### src/rtl/ccff_bitstream_loader.sv
// Configuration-chain driver: serialises bitstream bytes MSB-first onto ccff_head and
// provides a non-destructive recirculating readback that counts ones seen on ccff_tail.
`timescale 1ns / 1ps

module ccff_bitstream_loader #(
    parameter int unsigned CHAIN_LEN = 12,
    parameter int unsigned CNT_W     = 4
) (
    input  logic             prog_clk,
    input  logic             pReset,
    input  logic             cfg_start,
    input  logic [7:0]       in_data,
    input  logic             in_valid,
    output logic             in_ready,
    output logic             ccff_head,
    input  logic             ccff_tail,
    output logic             shift_en,
    output logic             busy,
    output logic             load_done,
    input  logic             readback_start,
    output logic [CNT_W-1:0] rb_ones,
    output logic             rb_done,
    output logic             err_overflow
);

    typedef enum logic [1:0] {
        StIdle,
        StLoad,
        StDone,
        StRb
    } state_e;

    localparam logic [CNT_W-1:0] LastIdx = CNT_W'(CHAIN_LEN - 1);
    localparam logic [CNT_W-1:0] CntOne  = CNT_W'(1);

    state_e           state_q, state_d;
    logic [7:0]       sr_q, sr_d;
    logic [3:0]       bits_left_q, bits_left_d;
    logic [CNT_W-1:0] chain_cnt_q, chain_cnt_d;
    logic [CNT_W-1:0] rb_ones_q, rb_ones_d;
    logic             err_overflow_q, err_overflow_d;
    logic             rb_done_q, rb_done_d;

    logic             shift_cond;
    logic             ready_cond;
    logic             head_raw;
    logic             at_last;
    logic             accept;

    assign at_last = (chain_cnt_q == LastIdx);

    // Raw shift/ready conditions; reset gating is applied on the output assigns below.
    always_comb begin
        shift_cond = 1'b0;
        ready_cond = 1'b0;
        head_raw   = 1'b0;
        unique case (state_q)
            StLoad: begin
                shift_cond = (bits_left_q != 4'd0);
                // The final chain bit closes the load, so no new byte may land with it.
                ready_cond = (bits_left_q <= 4'd1) && !(shift_cond && at_last);
                head_raw   = sr_q[7];
            end
            StDone: begin
                ready_cond = 1'b1;
            end
            StRb: begin
                shift_cond = 1'b1;
                head_raw   = ccff_tail;
            end
            default: begin
            end
        endcase
    end

    assign shift_en  = pReset & shift_cond;
    assign in_ready  = pReset & ready_cond;
    assign ccff_head = shift_en & head_raw;
    assign accept    = in_valid & in_ready;

    always_comb begin
        state_d        = state_q;
        sr_d           = sr_q;
        bits_left_d    = bits_left_q;
        chain_cnt_d    = chain_cnt_q;
        rb_ones_d      = rb_ones_q;
        err_overflow_d = err_overflow_q;
        rb_done_d      = 1'b0;

        unique case (state_q)
            StIdle: begin
                if (cfg_start) begin
                    state_d        = StLoad;
                    chain_cnt_d    = '0;
                    bits_left_d    = 4'd0;
                    err_overflow_d = 1'b0;
                end
            end

            StLoad: begin
                if (shift_en) begin
                    if (at_last) begin
                        // Leftover bits of the current byte are dropped.
                        state_d     = StDone;
                        sr_d        = 8'h00;
                        bits_left_d = 4'd0;
                    end else begin
                        sr_d        = {sr_q[6:0], 1'b0};
                        bits_left_d = bits_left_q - 4'd1;
                        chain_cnt_d = chain_cnt_q + CntOne;
                    end
                end
                // A new byte overrides the final shift of the previous one.
                if (accept) begin
                    sr_d        = in_data;
                    bits_left_d = 4'd8;
                end
            end

            StDone: begin
                if (accept) begin
                    err_overflow_d = 1'b1;
                end
                if (cfg_start) begin
                    state_d        = StLoad;
                    chain_cnt_d    = '0;
                    bits_left_d    = 4'd0;
                    err_overflow_d = 1'b0;
                end else if (readback_start) begin
                    state_d     = StRb;
                    chain_cnt_d = '0;
                    rb_ones_d   = '0;
                end
            end

            StRb: begin
                rb_ones_d = rb_ones_q + {{(CNT_W - 1){1'b0}}, ccff_tail};
                if (at_last) begin
                    state_d   = StDone;
                    rb_done_d = 1'b1;
                end else begin
                    chain_cnt_d = chain_cnt_q + CntOne;
                end
            end

            default: begin
                state_d = StIdle;
            end
        endcase
    end

    always_ff @(posedge prog_clk) begin
        if (!pReset) begin
            state_q        <= StIdle;
            sr_q           <= 8'h00;
            bits_left_q    <= 4'd0;
            chain_cnt_q    <= '0;
            rb_ones_q      <= '0;
            err_overflow_q <= 1'b0;
            rb_done_q      <= 1'b0;
        end else begin
            state_q        <= state_d;
            sr_q           <= sr_d;
            bits_left_q    <= bits_left_d;
            chain_cnt_q    <= chain_cnt_d;
            rb_ones_q      <= rb_ones_d;
            err_overflow_q <= err_overflow_d;
            rb_done_q      <= rb_done_d;
        end
    end

    assign busy         = (state_q == StLoad) || (state_q == StRb);
    assign load_done    = (state_q == StDone);
    assign rb_ones      = rb_ones_q;
    assign rb_done      = rb_done_q;
    assign err_overflow = err_overflow_q;

endmodule

### config.mk
export PLATFORM = sky130hd
export DESIGN_NAME = ccff_bitstream_loader
export DESIGN_NICKNAME = d
export VERILOG_FILES = /design/src/rtl/ccff_bitstream_loader.sv
export SDC_FILE = /design/constraint.sdc
export NUM_CORES = 1
export LEC_CHECK = 0
export CORE_MARGIN = 2
export CORE_UTILIZATION = 50
export CTS_BUF_LIST = sky130_fd_sc_hd__clkbuf_4 sky130_fd_sc_hd__clkbuf_8
export DETAILED_ROUTE_END_ITERATION = 12
export PLACE_DENSITY_LB_ADDON = 0.08
export SLEW_MARGIN = 10
export SYNTH_ARGS = -nofsm -noshare
export SYNTH_HDL_FRONTEND = slang
export SYNTH_SLANG_ARGS = --single-unit
### constraint.sdc
create_clock -name prog_clk -period 4 [get_ports prog_clk]
set_input_delay 1.2 -clock prog_clk [delete_from_list [all_inputs] [get_ports prog_clk]]
set_output_delay 1.2 -clock prog_clk [all_outputs]
set_load 0.03 [all_outputs]
# After elaboration in Yosys (flattened, before gate mapping)
# Index checks and enable logic that the tools add are counted.
[op_classes]
n_lt_le_gt_ge = 1
n_mux = 29
bitwise = 4
n_shift = 0
n_reduce_logical = 17
n_eq_ne = 12
div_mod_pow = 0
mul = 0
n_addsub = 3
[ops]
columns = ["cell", "n"]
rows = [
  ["4-bit two-way mux", 9],
  ["8-bit two-way mux", 3],
  ["4-bit case mux with 2 select lines", 2],
  ["4-bit case mux with 4 select lines", 1],
  ["3-bit AND reduction", 4],
  ["2-bit two-way mux", 5],
  ["1-bit case mux with 2 select lines", 4],
  ["2-bit case mux with 4 select lines", 1],
  ["2-bit nonzero test", 4],
  ["2-bit inequality test, second input constant", 3],
  ["3-bit by 2-bit inequality test with 1-bit output, second input constant", 2],
  ["4-bit by 1-bit adder with 4-bit output", 1],
  ["4-bit by 1-bit adder with 4-bit output, second input constant", 1],
  ["1-bit bitwise AND", 4],
  ["2-bit == test, second input constant", 2],
  ["4-bit == test, second input constant", 1],
  ["4-bit by 1-bit less-or-equal comparator with 1-bit output, second input constant", 1],
  ["1-bit two-way mux", 4],
  ["2-bit by 1-bit inequality test with 1-bit output, second input constant", 2],
  ["2-bit AND reduction", 2],
  ["4-bit nonzero test", 1],
  ["4-bit by 1-bit subtractor with 4-bit output, second input constant", 1],
  ["3-bit inequality test, second input constant", 1],
  ["2-bit by 1-bit == test with 1-bit output, second input constant", 1],
  ["5 further kinds", 6],
]
[word_totals]
latchBits = 0
rom_bits = 0
ramBits = 0
output_inout_bits = 11
register_bits = 24
in_bits = 14
mem_count = 0
wordCells = 73

# Depth between registers and ports, before layout
# Gate-level depths: netlist (run 1).
[logic_depth]
word_depth = 10
depth_mapped = 9
depth_no_buf = 8

# Least setup slack after synthesis (run 1)
# OpenSTA, ideal clock, no wires.
[synth_path]
kind = "in2out"
startpoint = "input port pReset"
endpoint = "output port ccff_head"
t_arrival_ns = 2.201
required_ns = 2.800
setup_slack_ns = 0.599
cell_stages = 3
path_buffers = 1
path_cell_list = "clkbuf_1 and3_4 nor2b_1"
[synth_via]
elab_chain_len = 2
[synth_lines]
columns = ["element", "line", "rtl"]
rows = [
  ["start: declaration", "10", "input logic pReset,"],
  ["1-bit bitwise AND", "76", "assign shift_en = pReset & shift_cond;"],
  ["named net shift_en", "17", "output logic shift_en,"],
  ["1-bit bitwise AND", "78", "assign ccff_head = shift_en & head_raw;"],
  ["end: declaration", "15", "output logic ccff_head,"],
]
# The timed path passes the listed nets, and every way through them passes these cells.

# Worst setup path after layout (run 1)
[layout_path]
startpoint = "input port pReset"
endpoint = "output port in_ready"
[layout_via]
elab_chain_len = 1
[layout_lines]
columns = ["element", "line", "rtl"]
rows = [
  ["1-bit bitwise AND", "77", "assign in_ready = pReset & ready_cond;"],
  ["end: declaration", "14", "output logic in_ready,"],
]
# Every way passes these cells.

==> results.sh, run 1 <==
export IMPL_core_mm2=0.00271
export IMPL_fin_skew_ns=0.00258
export IMPL_area_growth_pct=19.1
export IMPL_power_leakage_uw=0.000648
export IMPL_cp_common_cell="buf_4"
export IMPL_rsz0062_at_grt="false"
export IMPL_drt_iter0_markers=57
export IMPL_layout_nets=214
export IMPL_utilization_pct=62.1
export IMPL_io_pins=25
export IMPL_slew_headroom_pct=63.0
export IMPL_hold_buffers=0
export IMPL_rows=19
export IMPL_drc=0
export IMPL_grtUsageTotal_pct=22.0
export IMPL_powerDensity_mw_per_mm2=491
export IMPL_r2r_start="state_q[0]"
export IMPL_synth_nets=192
export IMPL_fin_setup_tns_ns=0
export IMPL_maxSlewViolCount=0
export IMPL_fin_crit_ns=3.49
export IMPL_place_hpwl_um=2400
export IMPL_seqPwrFrac_pct=35.7
export IMPL_reg2regPathDepth=7
export IMPL_async_flop_share_pct=0
export IMPL_max_freq_mhz=287
export IMPL_cp_required_ns=2.80
export IMPL_clock_path_buffers=2
export IMPL_wl_per_cell_um=14.8
export IMPL_crit_path_end_kind="output port"
export IMPL_via_per_inst=6.05
export IMPL_rr_endpoint="sr_q[0]"
export IMPL_multi_input_area_um2=851
export IMPL_die_area_mm2=0.00327
export IMPL_grt_pass1_wl_um=5800
export IMPL_status="finished clean"
export IMPL_p_clk_share_pct=15.8
export IMPL_worstSkewPairLatency_ns=0.32
export IMPL_io_buffers=24
export IMPL_switching_power_uw=344
export IMPL_arrival_ns=2.29
export IMPL_fp_dieH_um=57.2
export IMPL_p_sw_share_pct=41.6
export IMPL_synth_avg_cell_area_um2=8.42
export IMPL_cts_sinks=24
export IMPL_hold_path_depth=2
export IMPL_cap_violations=0
export IMPL_numCtsBuffers=3
export IMPL_gp_congestion=0.844
export IMPL_setup_violations=0
export IMPL_rrSetupSlack_ns=1.68
export IMPL_root_buffer="clkbuf_4"
export IMPL_tightestPinTransition_ns=0.555
export IMPL_drive_gt1_share_pct=10.1
export IMPL_slowest_stage="clkdlybuf4s50_1"
export IMPL_vias=1332
export IMPL_start_util_pct=52.2
export IMPL_num_fill_cells=250
export IMPL_hold_end="sr_q[0]"
export IMPL_cts_tree="yes"
export IMPL_wl_um=3260
export IMPL_antenna_found_initial=0
export IMPL_grt_ovfl_total=0
export IMPL_grt_pass1_vias=1318
export IMPL_ctsResizeCount=0
export IMPL_die_w_um=57.2
export IMPL_crit_chain="clkdlybuf4s50_1, buf_4, and3_1, buf_4"
export IMPL_worstHoldStart="sr_q[0]"
export IMPL_regArea_um2=480
export IMPL_dpl_cell_area_mm2=0.00165
export IMPL_htree_levels=1
export IMPL_fin_area_mm2=0.00168
export IMPL_clkTransAtPathRegs_ns=0.13
export IMPL_crit_type="input pin to output port"
export IMPL_synthFlopType="dfxtp_1"
export IMPL_synth_edf_count=0
export IMPL_synth_seq_cells=24
export IMPL_worst_slack_ns=0.510
export IMPL_ir_drop_mv=0.351
export IMPL_first_pass_iters=4
export IMPL_grt_start_max_net_pins=20
export IMPL_fin_crit_sh_pct=87.3
export IMPL_intPower_uw=484
export IMPL_ys_types=44
export IMPL_ant_nets=0
export IMPL_share_comb_of_total_power_pct=48.5
export IMPL_ys_seq_area_share_pct=34.0
export IMPL_cp_max_fo=19
export IMPL_dp_slack_ns=0.534
export IMPL_hold_path_class="register to register"
export IMPL_cts_setup_buffers=0
export IMPL_synthCells=168
export IMPL_diodes=0
export IMPL_hold_violations=0
export IMPL_cpPeakStageDelay_ns=0.50
export IMPL_netlist_area_mm2=0.00141
export IMPL_ys_warn_count=0
export IMPL_crit_path_start_kind="input pin"
[synth_stat cells (3+ instances only)]
cell / n / area share [%]
a21oi_1: 18 / 6.4
o21ai_0: 8 / 2.8
dfxtp_1: 24 / 34
nor2_1: 13 / 3.5
nor3_1: 4 / 1.4
inv_1: 10 / 2.7
and3_1: 3 / 1.3
ha_1: 10 / 8.8
o211ai_1: 3 / 1.6
nand4_1: 3 / 1.3
xor2_1: 3 / 1.9
nand2_1: 9 / 2.4
a22oi_1: 8 / 4.2
clkbuf_1: 5 / 1.3
nand3_1: 9 / 3.2
o21ai_2: 3 / 1.9
[layout by cell type, fill, tap and decap left out, types with 2 or more instances in the layout]
master           instances
a22oi_1                  8
a21oi_1                 18
o21ai_0                  8
nand3_1                  9
o211ai_1                 3
nor2b_1                  2
xor2_1                   3
o21ai_1                  2
clkdlybuf4s50_1         21
o21ai_2                  3
and3_1                   3
nand2_1                  9
dfxtp_1                 24
nor3_1                   4
ha_1                    10
buf_4                    4
nand4_1                  3
clkbuf_4                 3
nand2b_1                 2
o31ai_1                  2
nor2_1                  13
or3_1                    2
or2_2                    2
inv_1                   10
[power groups by stage]
stage | combinational (uW) | clock (uW) | sequential (uW)
after global placement | 386 | 0 | 298
after detailed placement | 392 | 0 | 299
final | 401 | 131 | 295
after floorplan | 297 | 0 | 292
after CTS | 396 | 137 | 294
after global routing | 448 | 139 | 298
[cells by family after synthesis]
logic type | share of synthesized area [%]
AO/OA/AOI/OAI | 25.3
flip-flops | 34.0
AND/OR/NAND/NOR | 23.5
adder cells (fa/ha/maj) | 8.85
XOR/XNOR | 1.86
multiplexers | 0.708
buffers and inverters | 5.84
[layout make-up]
type,instances,share of cell area (%)
clock buffer,4,2.15
inverter,10,2.23
multi-input combinational,126,50.5
sequential,24,28.5
tap,31,2.30
timing repair buffer,25,14.3
[critical path: cells and delay by family]
| kind | cells | cell delay [ns] |
|---|---|---|
| and+or+nand+nor | 1 | 0.18 |
| buffers and inverters | 3 | 0.90 |
[flip-flops by register name, indices dropped and copies added (netlist names)]
name,count
bits_left_q,4
chain_cnt_q,4
err_overflow,1
rb_done,1
rb_ones,4
sr_q,8
state_q,2
[worst max-delay path by stage]
stage          cells after the start  startpoint  slack, ns         to
2_1_floorplan                      3      pReset       0.60  ccff_head
3_3_place_gp                       4      pReset       0.54   in_ready
3_5_place_dp                       4      pReset       0.53   in_ready
4_1_cts                            4      pReset       0.53   in_ready
5_1_grt                            4      pReset       0.47   in_ready
6_report                           4      pReset       0.51   in_ready
[per-stage QoR]
| stage | cells | total power [uW] | hold WS, ns |
|---|---|---|---|
| after floorplan | 168 | 589 | 0.445 |
| after global placement | 216 | 684 | 0.456 |
| after detailed placement | 216 | 692 | 0.467 |
| after CTS | 220 | 827 | 0.488 |
| after global routing | 220 | 885 | 0.510 |
| final | 220 | 827 | 0.492 |
[metal layers]
metal / vias up / global-route usage [%] / share of wire [%]
met1: 644 / 29.1 / 47
met3: 6 / 2.95 / 3.8
met4: 0 / 9.63 / 1.5
met5: - / 0 / 0
li1: 649 / - / -
met2: 33 / 36.1 / 47
(Power assumes the default switching activity.)
==> inputs of run 2 (changes only) <==
--- a/config.mk
+++ b/config.mk
@@ -5,7 +5,7 @@
 export SDC_FILE = /design/constraint.sdc
 export NUM_CORES = 1
 export LEC_CHECK = 0
-export CORE_MARGIN = 2
+export CORE_MARGIN = 4
 export CORE_UTILIZATION = 50
 export CTS_BUF_LIST = sky130_fd_sc_hd__clkbuf_4 sky130_fd_sc_hd__clkbuf_8
 export DETAILED_ROUTE_END_ITERATION = 12
==> run 2 against run 1 <==
Highest routed layer unchanged; die area grew 14%; first-iteration DRC count increased by 37%; flip-flop and latch count unchanged; setup slack better by 0.029 ns; wire length shrank 1.0%; sequential power is essentially flat; total power shrank 0.70%; worst hold slack worse by 0.0082 ns; global-route usage decreased by 2.9 points; via count is 3.2% lower.
==> results.sh, run 2 (synthesis results as in run 1) <==
export IMPL_first_pass_iters=4
export IMPL_grt_pass1_wl_um=5490
export IMPL_worstSkewPairLatency_ns=0.33
export IMPL_slew_headroom_pct=62.5
export IMPL_num_fill_cells=259
export IMPL_maxSlewViolCount=0
export IMPL_intPower_uw=483
export IMPL_die_w_um=61.2
export IMPL_arrival_ns=2.26
export IMPL_area_growth_pct=19.1
export IMPL_grtUsageTotal_pct=19.2
export IMPL_grt_start_max_net_pins=20
export IMPL_setup_violations=0
export IMPL_p_clk_share_pct=16.3
export IMPL_crit_chain="clkdlybuf4s50_1, buf_4, and3_1, buf_4"
export IMPL_cp_required_ns=2.80
export IMPL_cts_setup_buffers=0
export IMPL_fin_setup_tns_ns=0
export IMPL_met1_usage_pct=25.5
export IMPL_grt_ovfl_total=0
export IMPL_start_util_pct=51.7
export IMPL_share_comb_of_total_power_pct=47.9
export IMPL_cp_top_family="buffers and inverters"
export IMPL_die_area_mm2=0.00374
export IMPL_crit_path_start_kind="input pin"
export IMPL_ctsResizeCount=0
export IMPL_cts_tree="yes"
export IMPL_tightestPinTransition_ns=0.563
export IMPL_crit_buf_inv=3
export IMPL_gr_max_usage_layer="met2"
export IMPL_ir_drop_mv=0.422
export IMPL_wl_per_cell_um=14.7
export IMPL_seqPwrFrac_pct=35.8
export IMPL_place_hpwl_um=2460
export IMPL_ant_nets=0
export IMPL_fin_crit_ns=3.46
export IMPL_cp_common_cell="buf_4"
export IMPL_clkTransAtPathRegs_ns=0.14
export IMPL_cap_violations=0
export IMPL_hold_slack_ns=0.484
export IMPL_cts_sinks=24
export IMPL_antenna_found_initial=0
export IMPL_layout_common_cells="dfxtp_1, clkdlybuf4s50_1, a21oi_1"
export IMPL_fp_dieH_um=61.2
export IMPL_fin_skew_ns=0.00541
export IMPL_rows=19
export IMPL_rsz0062_at_grt="false"
export IMPL_fin_crit_sh_pct=86.5
export IMPL_drive_gt1_share_pct=10.1
export IMPL_largest_reg_flops=8
export IMPL_htree_levels=1
export IMPL_power_uw=822
export IMPL_multi_input_area_um2=851
export IMPL_core_mm2=0.00273
export IMPL_switching_power_uw=338
export IMPL_max_freq_mhz=289
export IMPL_io_buffers=24
export IMPL_gp_congestion=0.884
export IMPL_p_sw_share_pct=41.2
export IMPL_via_per_inst=5.86
export IMPL_cpPeakStageDelay_ns=0.49
export IMPL_drt_iter0_markers=78
export IMPL_clock_path_buffers=2
export IMPL_hold_buffers=0
export IMPL_io_pins=25
export IMPL_status="finished clean"
export IMPL_root_buffer="clkbuf_4"
export IMPL_dp_slack_ns=0.550
export IMPL_gr_usage_met2_pct=31.0
export IMPL_wl_um=3230
export IMPL_vias=1290
export IMPL_grtUsageMet3_pct=3.35
export IMPL_powerDensity_mw_per_mm2=488
export IMPL_slowest_stage="clkdlybuf4s50_1"
export IMPL_hold_path_class="register to register"
export IMPL_numCtsBuffers=3
export IMPL_crit_path_end_kind="output port"
export IMPL_layout_nets=214
export IMPL_final_common_cell="dfxtp_1"
export IMPL_worst_slack_ns=0.539
export IMPL_regArea_um2=480
export IMPL_drc=0
export IMPL_hold_violations=0
export IMPL_diodes=0
export IMPL_cp_max_fo=19
export IMPL_grt_pass1_vias=1260
export IMPL_largest_register="sr_q"
export IMPL_crit_type="input pin to output port"
export IMPL_power_leakage_uw=0.000648
-- run 2: cell counts in the layout (fill, tap and decap cells not counted) --
No cell type changed its count.
-- run 2: final timing paths --
kind / startpoint / end / slack (ns) / depth (start not counted)
worst max-delay path: pReset / in_ready / 0.54 / 4
worst min-delay path: sr_q[0] / sr_q[0] / 0.48 / 2
worst max register to register: state_q[0] / sr_q[3] / 1.67 / 6
worst min register to register: sr_q[0] / sr_q[0] / 0.48 / 2
-- run 2: stage by stage --
stage	cells	cell area (um2)	utilization (%)
CTS	220	1680	61.6
global placement	216	1650	60.3
detailed placement	216	1650	60.3
global route	220	1680	61.6
floorplan	168	1410	-
finish	220	1680	61.6
-- run 2: layer usage --
layer	vias to the layer above	routed length, um
met3	4	105
met2	20	1570
met5	-	0
li1	650	-
met4	0	29
met1	616	1520
-- run 2: power by group through the flow --
stage / Sequential, uW / Clock, uW / Combinational, uW
after floorplan: 292 / 0 / 297
after global placement: 298 / 0 / 383
after detailed placement: 299 / 0 / 389
after CTS: 294 / 138 / 392
after global routing: 298 / 148 / 440
final: 294 / 134 / 393
-- run 2: area by class of cell --
cell class              instances  area share, %
multi-input cells             126           50.5
flip-flops and latches         24           28.5
repair buffers                 25           14.3
well taps                      31           2.30
inverters                      10           2.23
clock buffers                   4           2.15
-- run 2: tightest hold or removal path, cell delays in order, from the launching register on --
cell      delay [ns]
dfxtp_1         0.34
nand2b_1        0.07
a21oi_1         0.05
==> inputs of run 3 (changes only) <==
--- a/config.mk
+++ b/config.mk
@@ -9,6 +9,7 @@
 export CORE_UTILIZATION = 50
 export CTS_BUF_LIST = sky130_fd_sc_hd__clkbuf_4 sky130_fd_sc_hd__clkbuf_8
 export DETAILED_ROUTE_END_ITERATION = 12
+export DONT_BUFFER_PORTS = 1
 export PLACE_DENSITY_LB_ADDON = 0.08
 export SLEW_MARGIN = 10
 export SYNTH_ARGS = -nofsm -noshare
==> run 3 against run 2 <==
Total power rose by 1.6%; setup slack lost 0.11 ns; critical path type is now register to output port; die area is the same; worst hold slack gained 0.0047 ns; via count decreased by 7.0%; register-to-register slack worse by 0.16 ns; clock-buffer cell count decreased by 1; combinational power is 8.7% lower.
==> results.sh, run 3 (synthesis results as in run 1) <==
export IMPL_cp_required_ns=2.80
export IMPL_grt_pass1_vias=1137
export IMPL_rsz0062_at_grt="false"
export IMPL_switching_power_uw=332
export IMPL_drc=0
export IMPL_layout_nets=189
export IMPL_power_leakage_uw=0.000556
export IMPL_clock_path_buffers=2
export IMPL_largest_register="sr_q"
export IMPL_utilization_pct=53.4
export IMPL_cts_sinks=24
export IMPL_die_w_um=61.2
export IMPL_p_sw_share_pct=39.8
export IMPL_clkTransAtPathRegs_ns=0.15
export IMPL_arrival_ns=2.37
export IMPL_max_freq_mhz=280
export IMPL_hold_violations=0
export IMPL_ant_nets=0
export IMPL_crit_type="register to output port"
export IMPL_largest_reg_flops=8
export IMPL_crit_path_start_kind="register"
export IMPL_grt_pass1_wl_um=5130
export IMPL_wl_um=3030
export IMPL_hold_path_class="register to register"
export IMPL_place_hpwl_um=2230
export IMPL_intPower_uw=503
export IMPL_powerDensity_mw_per_mm2=572
export IMPL_num_fill_cells=262
export IMPL_maxSlewViolCount=0
export IMPL_core_mm2=0.00273
export IMPL_slowest_stage="nor2b_1"
export IMPL_start_util_pct=51.7
export IMPL_vias=1200
export IMPL_numCtsBuffers=3
export IMPL_antenna_found_initial=0
export IMPL_io_buffers=0
export IMPL_die_area_mm2=0.00374
export IMPL_hold_buffers=0
export IMPL_p_clk_share_pct=21.8
export IMPL_first_pass_iters=4
export IMPL_fin_skew_ns=0.00696
export IMPL_slew_headroom_pct=61.4
export IMPL_crit_chain="ha_1, nor2_1, inv_1, and3_4, nor2b_1"
export IMPL_crit_buf_inv=1
export IMPL_htree_levels=1
export IMPL_wl_per_cell_um=15.5
export IMPL_setup_violations=0
export IMPL_cts_tree="yes"
export IMPL_cp_max_fo=9
export IMPL_root_buffer="clkbuf_4"
export IMPL_routed_top_layer="met4"
export IMPL_grt_start_max_net_pins=21
export IMPL_ctsResizeCount=0
export IMPL_cap_violations=0
export IMPL_cpPeakStageDelay_ns=0.50
export IMPL_grtUsageTotal_pct=17.8
export IMPL_layout_common_cells="dfxtp_1, a21oi_1, nor2_1"
export IMPL_crit_path_end_kind="output port"
export IMPL_fin_crit_sh_pct=89.3
export IMPL_drive_gt1_share_pct=9.15
export IMPL_fp_dieH_um=61.2
export IMPL_ir_drop_mv=0.307
export IMPL_gp_congestion=0.822
export IMPL_io_pins=25
export IMPL_cts_setup_buffers=0
export IMPL_seqPwrFrac_pct=35.2
export IMPL_fin_setup_tns_ns=0
export IMPL_tightestPinTransition_ns=0.579
export IMPL_diodes=0
export IMPL_area_growth_pct=3.27
export IMPL_share_comb_of_total_power_pct=43.0
export IMPL_final_common_cell="dfxtp_1"
export IMPL_fin_crit_ns=3.57
export IMPL_wl_met3_um=195
export IMPL_wl_met1_um=1360
export IMPL_power_uw=835
export IMPL_route_met2_wl_um=1450
export IMPL_grt_ovfl_total=0
export IMPL_cp_top_family="simple AND/OR/NAND/NOR gates"
export IMPL_status="finished clean"
export IMPL_via_per_inst=6.15
export IMPL_worstSkewPairLatency_ns=0.33
export IMPL_drt_iter0_markers=48
export IMPL_hold_slack_ns=0.488
export IMPL_rows=19
[run 3: changes by cell type in the layout (fill, tap and decap cells not counted), sizes merged]
cell           before  now
clkdlybuf4s50      21    0
buf                 4    0
bufinv              0    1
clkbuf              4    3
[run 3: tightest hold or removal path: cells and delay by family (launching register included)]
kind | cells | cell delay, ns
flops | 1 | 0.36
simple gates | 1 | 0.06
compound gates | 1 | 0.05
[run 3: worst paths after layout]
path / slack (ns) / from / endpoint / depth (start not counted)
setup / recovery: 0.43 / state_q[0] / ccff_head / 5
hold / removal: 0.49 / chain_cnt_q[1] / chain_cnt_q[1] / 2
setup reg to reg: 1.51 / state_q[1] / sr_q[7] / 8
hold reg to reg: 0.49 / chain_cnt_q[1] / chain_cnt_q[1] / 2
[run 3: layout make-up]
type                       instances  area [um2]  area share [%]
clock buffer                       3        22.5            1.54
clock inverter                     1        30.0            2.06
inverter                          10        37.5            2.57
multi-input combinational        126         851            58.3
sequential                        24         480            32.9
tap                               31        38.8            2.66
[run 3: stage by stage]
step                      worst slack, ns  area, um2  instances
final                               0.426       1460        195
after global routing                0.270       1460        195
after CTS                           0.414       1460        195
after detailed placement            0.801       1410        191
after global placement              0.840       1410        191
after floorplan                     0.599       1410        168
[run 3: power groups by stage]
stage,Combinational (uW),Clock (uW),Sequential (uW)
global route,405,195,298
global placement,351,0,298
floorplan,297,0,292
detailed placement,351,0,298
finish,359,182,294
CTS,357,183,293
[run 3: layer usage]
metal  global-route usage (%)  up-vias
met5                        0        -
met4                     3.72        0
met3                     3.77        4
met2                     29.3       34
met1                     23.8      562
li1                         -      600
